<file path="config.mk">
export PLATFORM = sky130hd
export DESIGN_NAME = ram_be_clr
export DESIGN_NICKNAME = d
export VERILOG_FILES = /design/src/rtl/ram_be_clr.sv
export SDC_FILE = /design/constraint.sdc
export NUM_CORES = 2
export LEC_CHECK = 0
export ABC_CLOCK_PERIOD_IN_PS = 7400
export BUFFER_PORTS_ARGS = -buffer_cell sky130_fd_sc_hd__buf_4
export CAP_MARGIN = 30
export CELL_PAD_IN_SITES_DETAIL_PLACEMENT = 2
export CELL_PAD_IN_SITES_GLOBAL_PLACEMENT = 2
export CORE_ASPECT_RATIO = 1.75
export CORE_MARGIN = 4
export CORE_UTILIZATION = 30
export DETAILED_ROUTE_END_ITERATION = 7
export PLACE_DENSITY_LB_ADDON = 0.25
export SLEW_MARGIN = 20
export SYNTH_ARGS = -nofsm -noshare
export SYNTH_HDL_FRONTEND = slang
export SYNTH_SLANG_ARGS = --single-unit
</file>
<file path="constraint.sdc">
create_clock -name clk -period 7.4 [get_ports clk]
set_input_delay 0.74 -clock clk [delete_from_list [all_inputs] [get_ports clk]]
set_output_delay 0.74 -clock clk [all_outputs]
set_load 0.05 [all_outputs]
</file>
<file path="src/rtl/ram_be_clr.sv">
// Simple dual-port RAM with lane write enables, 1/2-cycle read latency, defined read-during-write and a fill engine.
// Define RAM_PARITY_EN to store one even-parity bit per lane and flag mismatches on read.
module ram_be_clr #(
    parameter int                  ADDR_WIDTH = 8,
    parameter int                  DATA_WIDTH = 16,
    parameter int                  LANE_WIDTH = 8,
    parameter int                  RD_LATENCY = 1,
    parameter int                  RDW_MODE   = 0,
    parameter logic [DATA_WIDTH-1:0] CLR_VALUE = '0
) (
    input  logic                                clk,
    input  logic                                rst_n,
    input  logic [ADDR_WIDTH-1:0]               waddr,
    input  logic [DATA_WIDTH-1:0]               wdata,
    input  logic                                we,
    input  logic [DATA_WIDTH/LANE_WIDTH-1:0]    wbe,
    input  logic [ADDR_WIDTH-1:0]               raddr,
    input  logic                                re,
    output logic [DATA_WIDTH-1:0]               rdata,
    output logic                                rvalid,
    input  logic                                clr_req,
    output logic                                clr_busy,
    output logic                                parity_err
);

    localparam int LANES = DATA_WIDTH / LANE_WIDTH;
    localparam int DEPTH = 1 << ADDR_WIDTH;

    generate
        if (RD_LATENCY != 1 && RD_LATENCY != 2) begin : g_bad_latency
            $error("ram_be_clr: RD_LATENCY must be 1 or 2");
        end
        if (DATA_WIDTH % LANE_WIDTH != 0) begin : g_bad_lanes
            $error("ram_be_clr: DATA_WIDTH must be a multiple of LANE_WIDTH");
        end
    endgenerate

    typedef enum logic {
        S_IDLE  = 1'b0,
        S_CLEAR = 1'b1
    } state_t;

    state_t                state, state_nxt;
    logic [ADDR_WIDTH:0]   cnt, cnt_nxt;
    logic [ADDR_WIDTH-1:0] clr_addr;

    logic [DATA_WIDTH-1:0] mem [DEPTH];

    logic                  rd_acc;
    logic [DATA_WIDTH-1:0] rd_word;
    logic                  rd_err;
    logic                  rdw_hit;

    logic                  s_valid;
    logic [DATA_WIDTH-1:0] s_data;
    logic                  s_err;

    assign clr_busy = (state == S_CLEAR);
    assign clr_addr = cnt[ADDR_WIDTH-1:0];
    assign rd_acc   = re && !clr_busy;
    assign rdw_hit  = (RDW_MODE == 1) && we && !clr_busy && (waddr == raddr);

    // ---------------- clear engine ----------------
    always_ff @(posedge clk or negedge rst_n) begin
        if (!rst_n) begin
            state <= S_IDLE;
            cnt   <= '0;
        end else begin
            state <= state_nxt;
            cnt   <= cnt_nxt;
        end
    end

    always_comb begin
        state_nxt = state;
        cnt_nxt   = cnt;
        case (state)
            S_IDLE: begin
                if (clr_req) begin
                    state_nxt = S_CLEAR;
                    cnt_nxt   = '0;
                end
            end
            S_CLEAR: begin
                cnt_nxt = cnt + 1'b1;
                if (cnt == (ADDR_WIDTH+1)'(DEPTH - 1)) begin
                    state_nxt = S_IDLE;
                end
            end
            default: begin
                state_nxt = S_IDLE;
                cnt_nxt   = '0;
            end
        endcase
    end

    // ---------------- storage (not reset) ----------------
    always_ff @(posedge clk) begin
        if (clr_busy) begin
            mem[clr_addr] <= CLR_VALUE;
        end else if (we) begin
            for (int i = 0; i < LANES; i++) begin
                if (wbe[i]) begin
                    mem[waddr][i*LANE_WIDTH +: LANE_WIDTH] <= wdata[i*LANE_WIDTH +: LANE_WIDTH];
                end
            end
        end
    end

`ifdef RAM_PARITY_EN
    logic [LANES-1:0] mem_par [DEPTH];
    logic [LANES-1:0] rd_par;

    function automatic logic [LANES-1:0] lane_par(input logic [DATA_WIDTH-1:0] w);
        logic [LANES-1:0] p;
        for (int i = 0; i < LANES; i++) begin
            p[i] = ^w[i*LANE_WIDTH +: LANE_WIDTH];
        end
        return p;
    endfunction

    always_ff @(posedge clk) begin
        if (clr_busy) begin
            mem_par[clr_addr] <= lane_par(CLR_VALUE);
        end else if (we) begin
            for (int i = 0; i < LANES; i++) begin
                if (wbe[i]) begin
                    mem_par[waddr][i] <= ^wdata[i*LANE_WIDTH +: LANE_WIDTH];
                end
            end
        end
    end

    // Merged lanes take fresh parity so a same-address bypass never flags.
    always_comb begin
        rd_word = mem[raddr];
        rd_par  = mem_par[raddr];
        if (rdw_hit) begin
            for (int i = 0; i < LANES; i++) begin
                if (wbe[i]) begin
                    rd_word[i*LANE_WIDTH +: LANE_WIDTH] = wdata[i*LANE_WIDTH +: LANE_WIDTH];
                    rd_par[i] = ^wdata[i*LANE_WIDTH +: LANE_WIDTH];
                end
            end
        end
        rd_err = |(rd_par ^ lane_par(rd_word));
    end
`else
    always_comb begin
        rd_word = mem[raddr];
        if (rdw_hit) begin
            for (int i = 0; i < LANES; i++) begin
                if (wbe[i]) begin
                    rd_word[i*LANE_WIDTH +: LANE_WIDTH] = wdata[i*LANE_WIDTH +: LANE_WIDTH];
                end
            end
        end
        rd_err = 1'b0;
    end
`endif

    // ---------------- read pipeline ----------------
    generate
        if (RD_LATENCY == 2) begin : g_lat2
            logic                  p_valid;
            logic [DATA_WIDTH-1:0] p_data;
            logic                  p_err;

            always_ff @(posedge clk or negedge rst_n) begin
                if (!rst_n) begin
                    p_valid <= 1'b0;
                    p_data  <= '0;
                    p_err   <= 1'b0;
                end else begin
                    p_valid <= rd_acc;
                    p_err   <= rd_acc && rd_err;
                    if (rd_acc) begin
                        p_data <= rd_word;
                    end
                end
            end

            assign s_valid = p_valid;
            assign s_data  = p_data;
            assign s_err   = p_err;
        end else begin : g_lat1
            assign s_valid = rd_acc;
            assign s_data  = rd_word;
            assign s_err   = rd_err;
        end
    endgenerate

    always_ff @(posedge clk or negedge rst_n) begin
        if (!rst_n) begin
            rdata      <= '0;
            rvalid     <= 1'b0;
            parity_err <= 1'b0;
        end else begin
            rvalid     <= s_valid;
            parity_err <= s_valid && s_err;
            if (s_valid) begin
                rdata <= s_data;
            end
        end
    end

endmodule

</file>
==> metrics.txt <==
Initial Utilization 0.301; routed vias approximately 80000; Core ar. 533000 µm²; CTS tree done; DIE HEIGHT 975 µm; Met2 Routed Length around 300000 µm; die area 547000 µm²; io pins 58; total negative setup slack 0 ns; DRT antenna net count 0; total routed wirelength 539000 µm; Layout Nets 8243; synthesized instance count 7976; post-route DRC violation count 0; post-CTS setup buffers 0; Yosys warnings 0; Post-synth ARST share 0.00655; Synth cell types 63; Critical Path Start clr_busy; most frequent cell after synthesis edfxtp_1; GRT Total Usage 0.193; met1 wire length 192000 µm; R2R cell count 7; CTS root buf clkbuf_16; EDFF count, synth 4096; pwr/cell area about 270 nW/µm²; area grow syn2layout 13.8%; Num CTS Buffers 367; Slew Limit Fails 0; Sink Count 4123; CP required slightly below 8 ns; Clock Path Buffers 4; r2r startpoint clr_busy; Worst Skew 0.0413 ns; reg2reg end mem[75][7]; multi-input logic area 34200 µm²; RSZ-0062 raised after global routing false; Tcrit/Tclk final 0.635; flop2flop setup slack 2.70 ns; Crit. End Element flip-flop; Max VDD drop 0.231 mV; sequential-to-total area share from yosys stat 0.771; top routing layer used met5; Worst-path clk slew 0.07 ns; post-synthesis sequential element count between 4000 and 5000; CP Max Fanout 18; actual transition at the worst max-transition pin 1.37 ns; type of the tightest min-delay check primary input to asynchronous set/reset pin; largest cells by area after synthesis edfxtp_1, mux4_2, mux2i_1, nor2_1, o22ai_1; drt wl/cell 34.4 µm; Commonest cells post-synth edfxtp_1, mux4_2, mux2i_1, nor2_1, nand2_1; Post-CTS Hold Fix Bufs 2; crit path launch type flip-flop; Synthesized Nets 8017; 1st-pass router iterations 7; final setup violation count 0; post-synth top area share 0.767; Final Hold Vio Count 0; crit path to mem[75][7]; global route overflow 0; LEAKAGE 0.0625 µW; final worst path period need 4.70 ns; Avg Cell Area, Syn 20.1 µm²; Die Span X 561 µm; DP Wirelength 356000 µm; met3 wire length 16900 µm; post-layout util 0.342; largest net degree at the start of global routing 161; worst setup path class flip-flop to flip-flop; Fmax roughly 210 MHz; post-synth top area cell edfxtp_1; first-pass GRT wire length 749000 µm; share of cells above drive strength 1 0.206; Max-cap violations 0; synthesized cell area 160000 µm²; initial DRC count 6337; placer congestion estimate 0.811; initial antenna violation count 27; fillcell total between 50000 and 60000; Via density 5.13; Slew HR 0.0841; Critical Path AT roughly 5.3 ns; run status complete, no violations; FF/Latch Area roughly 120000 µm²; port bufs 56; vias in the first global route 89500; Top FF cell, synth edfxtp_1; Site Rows 355; post_cts resized 0; Clk Latency, worst-skew pair around 0.96 ns; # H-tree levels 5
==> critical path, cell delays in order (launching register included) <==
cell	delay (ns)
dfrtp_1	0.49
inv_2	0.27
o211a_1	0.54
buf_4	0.35
nand3b_1	0.11
nand2_1	0.70
nand3_1	0.81
nor2_1	1.03
==> cell usage in the layout (no fill, tap or decap), types with 101 or more instances in the layout <==
cell	netlist	routed
clkbuf_16	0	379
mux2i_1	610	610
nand2_1	309	299
nor2_1	587	583
buf_4	113	277
a21oi_1	122	122
a22oi_1	101	101
mux4_2	743	743
edfxtp_1	4096	4096
o22ai_1	192	192
o221ai_1	120	120
==> per-stage QoR <==
stage	area [µm²]	hold slack, ns	setup slack (ns)	power [µW]	cells
after floorplan	160000	0.444	1.64	27900	7976
after global routing	182000	0.114	2.55	51100	15700
after CTS	182000	0.0699	2.59	50200	15600
final	182000	0.144	2.70	49700	15700
after global placement	169000	0.473	0.375	30000	14900
after detailed placement	170000	0.512	1.97	30100	15000
==> sequential cells by signal, indices dropped and copies added (netlist names) <==
register and flops:
clr_busy 1, cnt 9, mem 4096, rdata 16, rvalid 1
==> kinds of logic after synthesis <==
group / share of synthesized area
AO/OA/AOI/OAI: 0.0372
multiplexers: 0.144
other: 0.0000234
buffers and inverters: 0.0181
AND/OR/NAND/NOR: 0.0294
flip-flops: 0.771
adder cells (fa/ha/maj): 0.000156
==> where the power goes <==
part	leakage [µW]	internal (µW)	switching (µW)
Clock	0.00602	11200	8960
Sequential	0.0435	25600	162
Combinational	0.0130	857	2870
Total	0.0625	37700	12000
==> layout make-up <==
class	count	area share
well taps	7140	0.0490
flip-flops and latches	4123	0.678
diodes	19	0.000261
clock inverters	228	0.0139
multi-input cells	3355	0.187
inverters	6	0.000165
repair buffers	349	0.0178
clock buffers	446	0.0536
==> worst min-delay path by stage <==
stage / start / endpoint / slack [ns] / depth (start not counted)
2_1_floorplan: rst_n / clr_busy / 0.44 / 0
3_3_place_gp: cnt[8] / cnt[8] / 0.47 / 2
3_5_place_dp: cnt[8] / cnt[8] / 0.51 / 2
4_1_cts: rst_n / cnt[8] / 0.07 / 2
5_1_grt: rst_n / cnt[8] / 0.11 / 2
6_report: rst_n / cnt[8] / 0.14 / 2
==> per-layer routing <==
| layer | vias up | global-route usage |
|---|---|---|
| met5 | - | 0 |
| met4 | 2 | 0.0826 |
| met3 | 671 | 0.0178 |
| met2 | 1670 | 0.376 |
| met1 | 44600 | 0.208 |
| li1 | 33400 | - |
Power figures use the tool's default switching activity.
